## config.mk

```make
export PLATFORM = sky130hd
export DESIGN_NAME = msad_tracker
export DESIGN_NICKNAME = d
export VERILOG_FILES = /design/src/rtl/msad_tracker.sv
export SDC_FILE = /design/constraint.sdc
export NUM_CORES = 1
export LEC_CHECK = 0
export CELL_PAD_IN_SITES_DETAIL_PLACEMENT = 1
export CELL_PAD_IN_SITES_GLOBAL_PLACEMENT = 1
export CORE_MARGIN = 4
export CORE_UTILIZATION = 41
export DETAILED_ROUTE_END_ITERATION = 10
export PLACE_DENSITY_LB_ADDON = 0.1
export SLEW_MARGIN = 20
export SYNTH_ARGS = -nofsm -noshare
export SYNTH_HDL_FRONTEND = slang
export SYNTH_SLANG_ARGS = --single-unit
```

## constraint.sdc

```tcl
create_clock -name clk_i -period 2.25 [get_ports clk_i]
set_clock_uncertainty 0.15 [all_clocks]
set_input_delay 0.45 -clock clk_i [delete_from_list [all_inputs] [get_ports clk_i]]
set_output_delay 0.45 -clock clk_i [all_outputs]
set_load 0.02 [all_outputs]
```

## src/rtl/msad_tracker.sv

```systemverilog
// Running minimum over per-batch SAD minima; emits the final minimum SAD and signed motion vector.
// Optional build macro MSAD_ZERO_BIAS_EN credits the (0,0) candidate by ZERO_BIAS.
module msad_tracker #(
  parameter int unsigned SAD_BIT_WIDTH   = 14,
  parameter int unsigned PIXELS_IN_BATCH = 16,
  parameter int unsigned NUM_BATCHES     = 16,
  parameter int unsigned SEARCH_RANGE    = 8,
  parameter int unsigned MV_WIDTH        = 5,
  parameter int unsigned ZERO_BIAS       = 16
) (
  input  logic                               clk_i,
  input  logic                               rst_n_i,
  input  logic                               start_i,
  input  logic                               batch_valid_i,
  input  logic [SAD_BIT_WIDTH-1:0]           MSAD_interim,
  input  logic [$clog2(PIXELS_IN_BATCH)-1:0] MSAD_index_interim,
  output logic                               busy_o,
  output logic                               done_o,
  output logic [SAD_BIT_WIDTH-1:0]           min_sad_o,
  output logic [MV_WIDTH-1:0]                mv_x_o,
  output logic [MV_WIDTH-1:0]                mv_y_o
);

  localparam int unsigned IDX_W = $clog2(PIXELS_IN_BATCH);
  localparam int unsigned CNT_W = $clog2(NUM_BATCHES);

  typedef enum logic [1:0] {IDLE, ACCUM, DONE} state_e;

  state_e                   state_q;
  logic [CNT_W-1:0]         batch_cnt_q;
  logic [SAD_BIT_WIDTH-1:0] best_sad_q;
  logic [CNT_W-1:0]         best_x_q;
  logic [IDX_W-1:0]         best_y_q;

  logic                     bias_hit_c;
  logic [SAD_BIT_WIDTH-1:0] bias_c;
  logic [SAD_BIT_WIDTH-1:0] cand_c;
  logic                     take_c;
  logic                     last_c;
  logic [SAD_BIT_WIDTH-1:0] nxt_sad_c;
  logic [CNT_W-1:0]         nxt_x_c;
  logic [IDX_W-1:0]         nxt_y_c;

  // Candidate after optional zero-MV credit (saturating), and the running-min update it implies
  always_comb begin
`ifdef MSAD_ZERO_BIAS_EN
    bias_hit_c = (batch_cnt_q == CNT_W'(SEARCH_RANGE)) &&
                 (MSAD_index_interim == IDX_W'(SEARCH_RANGE));
`else
    bias_hit_c = 1'b0;
`endif
    bias_c    = bias_hit_c ? SAD_BIT_WIDTH'(ZERO_BIAS) : '0;
    cand_c    = (MSAD_interim > bias_c) ? (MSAD_interim - bias_c) : '0;
    take_c    = (cand_c < best_sad_q);
    last_c    = (batch_cnt_q == CNT_W'(NUM_BATCHES - 1));
    nxt_sad_c = take_c ? cand_c : best_sad_q;
    nxt_x_c   = take_c ? batch_cnt_q : best_x_q;
    nxt_y_c   = take_c ? MSAD_index_interim : best_y_q;
  end

  always_ff @(posedge clk_i or negedge rst_n_i) begin
    if (!rst_n_i) begin
      state_q     <= IDLE;
      batch_cnt_q <= '0;
      best_sad_q  <= '0;
      best_x_q    <= '0;
      best_y_q    <= '0;
      busy_o      <= 1'b0;
      done_o      <= 1'b0;
      min_sad_o   <= '0;
      mv_x_o      <= '0;
      mv_y_o      <= '0;
    end else begin
      done_o <= 1'b0;
      case (state_q)
        IDLE: begin
          if (start_i) begin
            state_q     <= ACCUM;
            busy_o      <= 1'b1;
            batch_cnt_q <= '0;
            best_sad_q  <= '1;
            best_x_q    <= '0;
            best_y_q    <= '0;
          end
        end
        ACCUM: begin
          // A restart wins over a same-cycle batch and discards the partial search
          if (start_i) begin
            batch_cnt_q <= '0;
            best_sad_q  <= '1;
            best_x_q    <= '0;
            best_y_q    <= '0;
          end else if (batch_valid_i) begin
            best_sad_q  <= nxt_sad_c;
            best_x_q    <= nxt_x_c;
            best_y_q    <= nxt_y_c;
            batch_cnt_q <= batch_cnt_q + CNT_W'(1);
            if (last_c) begin
              state_q   <= DONE;
              busy_o    <= 1'b0;
              done_o    <= 1'b1;
              min_sad_o <= nxt_sad_c;
              mv_x_o    <= MV_WIDTH'(nxt_x_c) - MV_WIDTH'(SEARCH_RANGE);
              mv_y_o    <= MV_WIDTH'(nxt_y_c) - MV_WIDTH'(SEARCH_RANGE);
            end
          end
        end
        DONE: begin
          if (start_i) begin
            state_q     <= ACCUM;
            busy_o      <= 1'b1;
            batch_cnt_q <= '0;
            best_sad_q  <= '1;
            best_x_q    <= '0;
            best_y_q    <= '0;
          end else begin
            state_q <= IDLE;
          end
        end
        default: begin
          state_q <= IDLE;
          busy_o  <= 1'b0;
        end
      endcase
    end
  end

endmodule
```

**Word-level counts from Yosys, hierarchy flattened**

Index checks and enable logic that the tools add are counted.
W data, S select, Z words.

- Flip-flop bits (word level): 54
- Input port bits: 22
- Output and inout bits: 26

- Add/sub/neg operators: 3
- Bitwise logic cells: 1
- Order comparisons: 2
- Equality and inequality tests: 9
- Multiplexer cells: 33
- Reduce and logical (&&, ||, !) cells: 7

Operators by type and width:

| kind | number |
|---|---|
| $mux W14 | 5 |
| $mux W4 | 9 |
| $pmux W14 S2 | 1 |
| $pmux W4 S2 | 3 |
| $gt A14 B1 Y1 const B | 1 |
| $lt A14 B14 Y1 | 1 |
| $reduce_and A4 Y1 | 3 |
| $sub A4 B4 Y5 const B | 2 |
| $mux W1 | 9 |
| $mux W2 | 4 |
| $ne A2 B2 Y1 const B | 4 |
| $pmux W2 S3 | 1 |
| $add A4 B1 Y4 const B | 1 |
| $eq A4 B4 Y1 const B | 1 |
| $ne A3 B3 Y1 const B | 1 |
| $reduce_and A3 Y1 | 1 |
| $eq A2 B1 Y1 const B | 1 |
| $eq A2 B2 Y1 const B | 1 |
| $logic_not A2 Y1 | 1 |
| $ne A2 B1 Y1 const B | 1 |
| $pmux W1 S2 | 1 |
| $reduce_bool A2 Y1 | 1 |
| $reduce_or A2 Y1 | 1 |
| $not A1 Y1 | 1 |

**Depth between registers and ports, before layout**

Gate-level depths: netlist of the first run.

- Depth after elaboration: 7
- Mapped depth: 8
- Depth with buffers taken out: 7

**Worst setup path before layout of the first run**

OpenSTA, ideal clock, no wires.

- Kind: in2reg
- Start: in MSAD_interim[13]
- End: reg best_x_q[0]
- Path slack: 79 ps
- Buffers on the path: 2
- Setup time: 145 ps
- Arrival time: 1876 ps
- Cell stages on the path: 8
- Cells stage by stage: clkbuf_1 ha_1 a21oi_1 o221ai_1 a21oi_2 o21a_1 clkbuf_1 o221ai_1

- Longest elaborated chain between the ends: 7

Ends and longest elaborated chain:

| what | line | source |
|---|---|---|
| start, declared | 15 | `input logic [SAD_BIT_WIDTH-1:0] MSAD_interim,` |
| $gt A14 B1 Y1 | 53 | `cand_c = (MSAD_interim > bias_c) ? (MSAD_interim - bias_c) : '0;` |
| $mux W14 * | 53 |  |
| $lt A14 B14 Y1 * | 54 | `take_c = (cand_c < best_sad_q);` |
| $mux W4 * | 57 | `nxt_x_c = take_c ? batch_cnt_q : best_x_q;` |
| $mux W4 * | 93 | `end else if (batch_valid_i) begin` |
| $mux W4 * | 88 | `if (start_i) begin` |
| $pmux W4 S2 * | 75 | `case (state_q)` |
| end signal, assigned | 95 | `best_x_q <= nxt_x_c;` |
| end, declared | 32 | `logic [CNT_W-1:0] best_x_q;` |

Every way passes the cells marked *; elsewhere a longest branch is shown, timed or not. The select of a mux whose other input is x is not followed.
A chain may end at the register's enable or synchronous reset.

**Final worst setup path of the first run**

- Start: reg best_sad_q[11]
- End: reg best_x_q[3]

- Longest elaborated chain between the ends: 5

Ends and longest elaborated chain:

| what | line | source |
|---|---|---|
| start, declared | 31 | `logic [SAD_BIT_WIDTH-1:0] best_sad_q;` |
| start signal, assigned | 94 | `best_sad_q <= nxt_sad_c;` |
| $lt A14 B14 Y1 | 54 |  |
| $mux W4 | 57 |  |
| $mux W4 | 93 |  |
| $mux W4 | 88 |  |
| $pmux W4 S2 | 75 |  |

No other way between the ends. The select of a mux whose other input is x is not followed.

==> results of run 1 <==
-- worst min-delay path by stage --
stage                                end  slack, ns  startpoint  cells past startpoint
final                          mv_y_o[1]       0.35     rst_n_i                      2
after global routing         best_y_q[1]       0.36     rst_n_i                      2
after CTS                      mv_y_o[1]       0.36     rst_n_i                      2
after detailed placement       mv_y_o[1]       0.17     rst_n_i                      1
after global placement       best_y_q[1]       0.17     rst_n_i                      1
after floorplan           batch_cnt_q[0]      0.004     rst_n_i                      0
-- layer usage --
| metal | global-route usage | vias to the layer above | wire length, µm |
|---|---|---|---|
| met5 | 0 | - | 0 |
| met1 | 0.2802 | 1419 | 4144 |
| met4 | 0.06017 | 0 | 100 |
| met2 | 0.3702 | 58 | 4855 |
| li1 | - | 1332 | - |
| met3 | 0.03926 | 8 | 344 |
-- what timing repair did --
| item | in CTS | in global routing |
|---|---|---|
| setup endpoints to repair | 44 | 44 |
| gates cloned | 1 | 0 |
| hold buffers | 1 | 0 |
| buffers inserted | 3 | 4 |
| pin swaps | 6 | 23 |
| gates resized for setup | 17 | 24 |
| endpoints found under the hold margin | 8 | 0 |
-- sequential cells by signal, indices dropped and copies added, names as in the netlist --
register     count
best_sad_q      14
min_sad_o       14
batch_cnt_q      4
best_x_q         4
best_y_q         4
mv_x_o           4
mv_y_o           4
state_q          2
busy_o           1
done_o           1
-- cells in the mapped netlist, types with 3 or more instances --
| master | n | area (µm²) |
|---|---|---|
| buf_2 | 9 | 45.04 |
| dfrtp_1 | 52 | 1301 |
| a21oi_1 | 14 | 70.07 |
| nor2_1 | 29 | 108.9 |
| o2111ai_1 | 20 | 175.2 |
| ha_1 | 14 | 175.2 |
| buf_4 | 3 | 22.52 |
| inv_1 | 37 | 138.9 |
| a221oi_1 | 4 | 35.03 |
| o221ai_1 | 9 | 78.83 |
| nand4_1 | 3 | 18.77 |
| a221oi_2 | 10 | 150.1 |
| nand2_1 | 68 | 255.2 |
| o211ai_1 | 22 | 165.2 |
| clkbuf_1 | 25 | 93.84 |
-- metrics by stage --
step / setup WS, ns / total power (W) / area (µm²) / instances
after floorplan: 0.07857 / 0.001203 / 3033 / 344
after global placement: -0.4080 / 0.001379 / 3776 / 490
after detailed placement: -0.5401 / 0.001388 / 3776 / 490
after CTS: 0.005179 / 0.002109 / 4021 / 503
after global routing: -0.03830 / 0.002248 / 4192 / 507
final: 0.05112 / 0.002149 / 4192 / 507
-- final cells by class --
class | instances | area (µm²) | share of cell area
clock buffers | 5 | 68.82 | 0.01642
multi-input cells | 216 | 1633 | 0.3896
clock inverters | 3 | 46.29 | 0.01104
well taps | 99 | 123.9 | 0.02955
flip-flops and latches | 52 | 1301 | 0.3104
inverters | 38 | 142.6 | 0.03403
repair buffers | 94 | 875.8 | 0.2090
-- power groups by stage --
stage / combinational, W / clock [W] / sequential (W)
final: 0.000467 / 0.000684 / 0.000998
after floorplan: 0.000197 / 0 / 0.00101
after detailed placement: 0.000373 / 0 / 0.00102
after global placement: 0.000366 / 0 / 0.00101
after global routing: 0.000509 / 0.000735 / 0.00100
after CTS: 0.000416 / 0.000696 / 0.000998
-- logic make-up after synthesis --
| kind of cell | count (synthesis) | synth area share |
|---|---|---|
| simple gates | 109 | 0.1469 |
| compound gates | 91 | 0.2583 |
| buf+inv | 77 | 0.1052 |
| flops | 52 | 0.4290 |
| fa+ha+maj | 14 | 0.05776 |
| xor+xnor | 1 | 0.002888 |
-- cells in the final DEF (no fill, tap or decap), drive strengths merged, types with 3 or more instances in the layout --
| cell | synthesis | routed |
|---|---|---|
| o2111ai | 20 | 20 |
| clkbuf | 25 | 5 |
| clkdlybuf4s50 | 0 | 39 |
| inv | 38 | 39 |
| dfrtp | 52 | 52 |
| o221ai | 9 | 9 |
| nor2 | 29 | 29 |
| dlymetal6s2s | 0 | 3 |
| ha | 14 | 14 |
| buf | 14 | 47 |
| dlygate4sd2 | 0 | 4 |
| o21ai | 3 | 3 |
| nand2 | 68 | 68 |
| nand4 | 3 | 3 |
| a21oi | 15 | 15 |
| o211ai | 22 | 22 |
| a221oi | 14 | 14 |
==> impl_metrics.json, run 1 <==
{
  "status": "complete, no violations",
  "hp-class": "in -> async",
  "htreeDepth": 2,
  "critPathArrivalTime_ns": 2.24,
  "synth-edff-count": 0,
  "r2r_cells": 8,
  "yosysWarnings": 0,
  "vias_per_cell": 5.556,
  "syn_to_final_growth_pct": 38.20,
  "grt_pass1_vias": 2925,
  "yosysSeqAreaShare": 0.4290,
  "power_density_nw_per_um2": 512.7,
  "synth_cell_type_count": 36,
  "max_freq_ghz": 0.4548,
  "slew_violations": 0,
  "num_rows": 31,
  "max_slew.worst_pin.slew_ns": 0.3713,
  "grt_setup_unrepaired": "yes",
  "drt_iter0_drc": 103,
  "pwr-share-seq": 0.464,
  "ir_worst_vdd_mv": 0.2731,
  "cp.depth": 8,
  "fillers": 835,
  "antenna_cells": 0,
  "swShare": 0.3003,
  "cts_buffers": 5,
  "drt_wl_total_um": 9446,
  "crit_fanout": 8,
  "ant_nets": 0,
  "cts_sinks": 52,
  "clkTransAtPathRegs_ns": 0.11,
  "synth.net_count": 380,
  "ys_ff_latch": 52,
  "dp_hpwl_um": 6117,
  "drt_first_pass_iters": 4,
  "die-area_um2": 8837,
  "period_needed_ns": 2.199,
  "internal_power_w": 0.001504,
  "cts_buffer_depth": 2,
  "drc": 0,
  "worst_r2r_endpoint": "best_x_q[3]",
  "nets": 443,
  "timing.critical_path.slowest_stage_cell": "dfrtp_1",
  "hold_ws_ns": 0.3504,
  "insertion_delay_ns": 0.32,
  "min_period_over_period": 0.9773,
  "critical_path.endpoint_type": "register",
  "cp-startpoint": "best_sad_q[11]",
  "die-width_um": 94.01,
  "ctsRootBufferMaster": "clkbuf_8",
  "grt_max_degree": 25,
  "critPathLaunchType": "register",
  "hold_violations": 0,
  "start_util": 0.4204,
  "core_area_um2": 7214,
  "p_leak_nw": 1.789,
  "dr_total_vias": 2817,
  "maxCapViolations": 0,
  "portBuffers": 47,
  "r2r-start": "best_sad_q[11]",
  "cp_top_family": "simple AND/OR/NAND/NOR gates",
  "cts_tree": "done",
  "die_h_um": 94.01,
  "drive_gt1_frac": 0.2353,
  "synth_cells": 344,
  "ys.flop_type": "dfrtp_1",
  "finalSetupViolCount": 0,
  "grt_pass1_wl_um": 15150,
  "grt_usage": 0.2167,
  "synth_async_sr_flop_share": 1.000,
  "grt-ovfl-total": 0,
  "timing.setup.tns_ns": 0,
  "r2r_setup_slack_ns": 0.05,
  "worstPathRequired_ns": 2.29,
  "syn_area_um2": 3033,
  "worstPathCellList": "inv_2 -> ha_4 -> nand4_1 -> nor2_4 -> nand3_4 -> o211ai_1 -> buf_4 -> o221ai_1",
  "path_class": "reg -> reg",
  "switching_power_w": 0.0006454,
  "antenna_found_initial": 0,
  "cp_num_buf_inv": 2,
  "wl_per_cell_um": 18.63,
  "avgSynthCellArea_um2": 8.817,
  "relSlewSlack": 0.7524,
  "pwr-share-clk": 0.318,
  "crit_end": "best_x_q[3]",
  "io_pins": 48,
  "crit_path_max_incr_delay_ns": 0.43,
  "gp_congestion": 0.7823,
  "power_frac_comb": 0.217,
  "fin_util": 0.5810
}
Power figures use the tool's default switching activity.
==> inputs of run 2 (changes only) <==
--- a/config.mk
+++ b/config.mk
@@ -10,7 +10,9 @@
 export CORE_MARGIN = 4
 export CORE_UTILIZATION = 41
 export DETAILED_ROUTE_END_ITERATION = 10
+export HOLD_SLACK_MARGIN = 0.06
 export PLACE_DENSITY_LB_ADDON = 0.1
+export SETUP_SLACK_MARGIN = 0.5
 export SLEW_MARGIN = 20
 export SYNTH_ARGS = -nofsm -noshare
 export SYNTH_HDL_FRONTEND = slang
==> run 2 against run 1 <==
Net effect:
- via count increased by 1.0%
- sequential power decreased by 0.4%
- cell area increased by 1.7%
- global-route usage increased by 1.2 points
- largest cell class unchanged
- clock power increased by 6.1%
- final cell count increased by 1.8%
- fmax decreased by 2.1%
- die area unchanged
- hold slack got worse by 0.0038 ns
- worst setup slack got worse by 0.046 ns
- critical endpoint is now best_sad_q[4]
- combinational power increased by 7.3%
==> impl_metrics.json, run 2 (same netlist as run 1, synthesis figures left out) <==
{
  "status": "complete, no violations",
  "syn_to_final_growth_pct": 40.59,
  "max_slew.worst_pin.slew_ns": 0.3601,
  "swShare": 0.2911,
  "power_density_nw_per_um2": 520.9,
  "p_leak_nw": 1.944,
  "cts_tree": "done",
  "critPathLaunchType": "register",
  "start_util": 0.4204,
  "placed_area_um2": 3747,
  "ir_worst_vdd_mv": 0.2812,
  "die-width_um": 94.01,
  "grt_setup_unrepaired": "yes",
  "dr_total_vias": 2846,
  "drt_wl_total_um": 9660,
  "antenna_found_initial": 0,
  "die_h_um": 94.01,
  "critPathArrivalTime_ns": 2.33,
  "portBuffers": 47,
  "pwr-share-clk": 0.327,
  "reg_top3": "best_sad_q (14), min_sad_o (14)",
  "fin_util": 0.5911,
  "grt-ovfl-total": 0,
  "gp_congestion": 0.8429,
  "num_rows": 31,
  "cts_buffer_depth": 2,
  "nets": 452,
  "grt_max_degree": 28,
  "max_freq_ghz": 0.4454,
  "wl_per_cell_um": 18.72,
  "min_period_over_period": 0.9978,
  "hp-class": "reg -> reg",
  "htreeDepth": 2,
  "critical_path.endpoint_type": "register",
  "drt_iter0_drc": 81,
  "relSlewSlack": 0.7599,
  "core_area_um2": 7214,
  "internal_power_w": 0.001575,
  "timing.setup.tns_ns": 0,
  "cts_buffers": 5,
  "power_frac_comb": 0.226,
  "insertion_delay_ns": 0.32,
  "switching_power_w": 0.0006466,
  "hold_violations": 0,
  "ff_latch_area_um2": 1303,
  "fillers": 835,
  "final_cells": 516,
  "design_area_um2": 4264,
  "finalSetupViolCount": 0,
  "layout_common_cells": "68 x nand2_1, 51 x dfrtp_1, 45 x buf_4",
  "place_inst": 487,
  "period_needed_ns": 2.245,
  "final_common_cell": "nand2_1",
  "ant_nets": 0,
  "antenna_cells": 0,
  "grt_usage": 0.2286,
  "drc": 0,
  "cts_sinks": 52,
  "grt_pass1_wl_um": 15610,
  "pwr-share-seq": 0.448,
  "clkTransAtPathRegs_ns": 0.10,
  "dp_hpwl_um": 6055,
  "crit_fanout": 5,
  "drive_gt1_frac": 0.2758,
  "grt_pass1_vias": 3093,
  "ctsRootBufferMaster": "clkbuf_8",
  "path_class": "reg -> reg",
  "multi_input_area_um2": 1659,
  "worstPathRequired_ns": 2.33,
  "vias_per_cell": 5.516,
  "io_pins": 48,
  "maxCapViolations": 0,
  "die-area_um2": 8837,
  "drt_first_pass_iters": 4,
  "slew_violations": 0
}
## run 2: cell count changes in the layout (fill, tap and decap cells not counted), sizes merged
cell / delta
dlygate4sd2: +32
clkdlybuf4s50: -31
buf: +9
clkbuf: +3
dlymetal6s2s: -3
clkdlybuf4s15: +2
clkinvlp: -1
inv: -1
o211a: -1
## run 2: final timing paths
kind	from	endpoint	slack [ns]	cells after the start
max in group asynchronous	rst_n_i	batch_cnt_q[0]	1.15	3
hold reg to reg	min_sad_o[0]	min_sad_o[0]	0.35	2
hold / removal	min_sad_o[0]	min_sad_o[0]	0.35	2
min in group asynchronous	rst_n_i	mv_x_o[0]	0.50	3
setup reg to reg	best_sad_q[10]	best_sad_q[4]	0.005	9
setup / recovery	best_sad_q[10]	best_sad_q[4]	0.005	9
## run 2: final cells by class
cell class	count	area share
timing repair buffer	104	0.2133
tap	99	0.02905
multi-input combinational	215	0.3891
inverter	38	0.03345
sequential	52	0.3055
clock buffer	7	0.02259
clock inverter	1	0.007042
## run 2: worst max-delay path, cell delays in order (launching register included)
cell and delay (ns):
dfrtp_1 0.37, inv_1 0.05, ha_1 0.30, nand4_1 0.21, o221ai_2 0.31, a21oi_4 0.08
buf_6 0.13, o211a_4 0.15, buf_6 0.14, a221oi_4 0.26
## run 2: layer usage
| layer | vias up | routed length [µm] | track usage |
|---|---|---|---|
| li1 | 1347 | - | - |
| met1 | 1429 | 4288 | 0.2890 |
| met2 | 55 | 4901 | 0.3992 |
| met3 | 15 | 301 | 0.04247 |
| met4 | 0 | 168 | 0.06017 |
| met5 | - | 0 | 0 |
## run 2: power groups by stage
stage,logic [W],registers [W],clock network (W)
floorplan,0.000205,0.00101,0
global placement,0.000358,0.00101,0
detailed placement,0.000367,0.00102,0
CTS,0.000454,0.000991,0.000733
global route,0.000540,0.000999,0.000783
finish,0.000501,0.000994,0.000726
## run 2: stage by stage
step / power, W / hold slack [ns] / worst slack (ns)
floorplan: 0.001210 / 0.004409 / 0.1471
global placement: 0.001371 / 0.3215 / -0.4245
detailed placement: 0.001383 / 0.3312 / -0.4815
CTS: 0.002178 / 0.3445 / 0.09718
global route: 0.002322 / 0.3827 / -0.08137
finish: 0.002221 / 0.3467 / 0.004868
## run 2: repair_timing
action	CTS	global route
gates cloned	1	0
pin swaps	21	15
resized for setup	71	17
hold buffers	1	0
endpoints found under the hold margin	52	0
setup buffers	15	4
endpoints found under the setup margin	70	46
==> inputs of run 3 (changes only) <==
--- a/config.mk
+++ b/config.mk
@@ -10,6 +10,7 @@
 export CORE_MARGIN = 4
 export CORE_UTILIZATION = 41
 export DETAILED_ROUTE_END_ITERATION = 10
+export GPL_TIMING_DRIVEN = 0
 export HOLD_SLACK_MARGIN = 0.06
 export PLACE_DENSITY_LB_ADDON = 0.1
 export SETUP_SLACK_MARGIN = 0.5
==> run 3 against run 2 <==
Net effect:
- the flow now finishes with violations (setup timing)
- combinational power is 35% higher
- global-route usage is 5.2 points higher
- sequential power hardly changed
- die area stayed put
- core utilization is 5.4 points higher
- largest power group unchanged
==> impl_metrics.json, run 3 (same netlist as run 1, synthesis figures left out) <==
{
  "grt-ovfl-total": 0,
  "critical_path.endpoint_type": "register",
  "crit_fanout": 10,
  "ir_worst_vdd_mv": 0.2766,
  "power_w": 0.002264,
  "path_class": "reg -> reg",
  "drt_first_pass_iters": 4,
  "max_freq_ghz": 0.4146,
  "crit_top_cell": "buf_4",
  "worstPathCellList": "inv_2 -> ha_4 -> nand4_1 -> nor2_4 -> nand3_4 -> buf_4 -> buf_4 -> clkbuf_16 -> o2111ai_2 -> o211ai_1",
  "cts_buffers": 5,
  "slew_violations": 0,
  "critPathLaunchType": "register",
  "finalSetupViolCount": 44,
  "min_period_over_period": 1.072,
  "grt_setup_unrepaired": "yes",
  "worstPathRequired_ns": 2.28,
  "io_pins": 48,
  "ctsRootBufferMaster": "clkbuf_8",
  "fillers": 801,
  "wl_per_cell_um": 24.88,
  "grt_pass1_wl_um": 18590,
  "r2r_cells": 10,
  "drive_gt1_frac": 0.3493,
  "max_slew.worst_pin.slew_ns": 0.7014,
  "hold_ws_ns": 0.2607,
  "portBuffers": 46,
  "reg_top3": "best_sad_q (14), min_sad_o (14)",
  "period_needed_ns": 2.412,
  "drt_iter0_drc": 209,
  "cts_sinks": 52,
  "timing.critical_path.slowest_stage_cell": "dfrtp_1",
  "crit_path_max_incr_delay_ns": 0.42,
  "cts_tree": "done",
  "cp_top_family": "buffers and inverters",
  "power_density_nw_per_um2": 486.2,
  "drt_wl_total_um": 13360,
  "clkTransAtPathRegs_ns": 0.10,
  "syn_to_final_growth_pct": 53.55,
  "relSlewSlack": 0.5324,
  "die-area_um2": 8837,
  "grt_pass1_vias": 3379,
  "cp.depth": 10,
  "insertion_delay_ns": 0.32,
  "htreeDepth": 2,
  "critPathArrivalTime_ns": 2.44,
  "timing.setup.tns_ns": -3.865,
  "nets": 473,
  "vias_per_cell": 6.032,
  "antenna_cells": 0,
  "pre_cts_slack_ns": -0.7959,
  "final_common_cell": "nand2_1",
  "ant_nets": 0,
  "hp-class": "in -> reg",
  "min_path_cells": 3,
  "start_util": 0.4204,
  "fin_util": 0.6455,
  "die_h_um": 94.01,
  "cp_num_buf_inv": 4,
  "dr_total_vias": 3239,
  "violations": "setup timing",
  "p_leak_nw": 2.089,
  "num_rows": 31,
  "layout_common_cells": "67 x nand2_1, 51 x dfrtp_1, 33 x inv_1",
  "status": "finished with violations",
  "core_area_um2": 7214,
  "gp_congestion": 0.7924,
  "die-width_um": 94.01,
  "cts_buffer_depth": 2,
  "grt_max_degree": 53,
  "hold_violations": 0,
  "antenna_found_initial": 1,
  "dp_hpwl_um": 6171,
  "grt_usage": 0.2804,
  "fin_ws_ns": -0.1618,
  "drc": 0,
  "maxCapViolations": 0
}
-- run 3: path summary, 6_finish.rpt --
kind / to / start / slack (ns)
hold / removal: best_sad_q[10] / MSAD_interim[10] / 0.26
setup / recovery: mv_x_o[1] / best_sad_q[12] / -0.16
min in group asynchronous: best_y_q[1] / rst_n_i / 0.56
max in group asynchronous: batch_cnt_q[0] / rst_n_i / 0.88
hold reg to reg: mv_y_o[2] / mv_y_o[2] / 0.36
setup reg to reg: mv_x_o[1] / best_sad_q[12] / -0.16
-- run 3: repair_timing --
action                                 4_1_cts  5_1_grt
setup endpoints to repair                   75       49
buffers inserted                            27        6
pin swaps                                   34       25
endpoints found under the hold margin       12        0
gates cloned                                 5        1
hold buffers                                 1        0
gates resized for setup                    146       42
-- run 3: power breakdown --
group          switching (W)  internal, W
Sequential         0.0000360     0.000964
Clock               0.000337     0.000251
Combinational       0.000365     0.000310
Total               0.000739      0.00153
-- run 3: cell type report --
cell class | instances | area [µm²] | area share
timing repair buffer | 86 | 810.8 | 0.1741
buffer | 39 | 367.9 | 0.07899
clock inverter | 1 | 7.507 | 0.001612
sequential | 52 | 1303 | 0.2797
multi-input combinational | 215 | 1815 | 0.3898
clock buffer | 7 | 86.33 | 0.01854
inverter | 38 | 142.6 | 0.03063
tap | 99 | 123.9 | 0.02660
-- run 3: metal layers --
metal / part of all wire / track usage / vias to the layer above
li1: - / - / 1392
met1: 0.39 / 0.3553 / 1651
met4: 0.045 / 0.1336 / 2
met2: 0.50 / 0.4571 / 144
met5: 0.000075 / 0 / -
met3: 0.063 / 0.05529 / 50
-- run 3: worst reg2reg max path, cell delays in order, from the launching register on --
cell       delay [ns]
dfrtp_1          0.42
inv_2            0.09
ha_4             0.29
nand4_1          0.21
nor2_4           0.19
nand3_4          0.14
buf_4            0.16
buf_4            0.14
clkbuf_16        0.16
o2111ai_2        0.18
o211ai_1         0.15
-- run 3: stage by stage --
step	instance area (µm²)	cells
global route	4657	537
CTS	4394	530
detailed placement	3637	489
finish	4657	537
floorplan	3055	344
global placement	3640	489
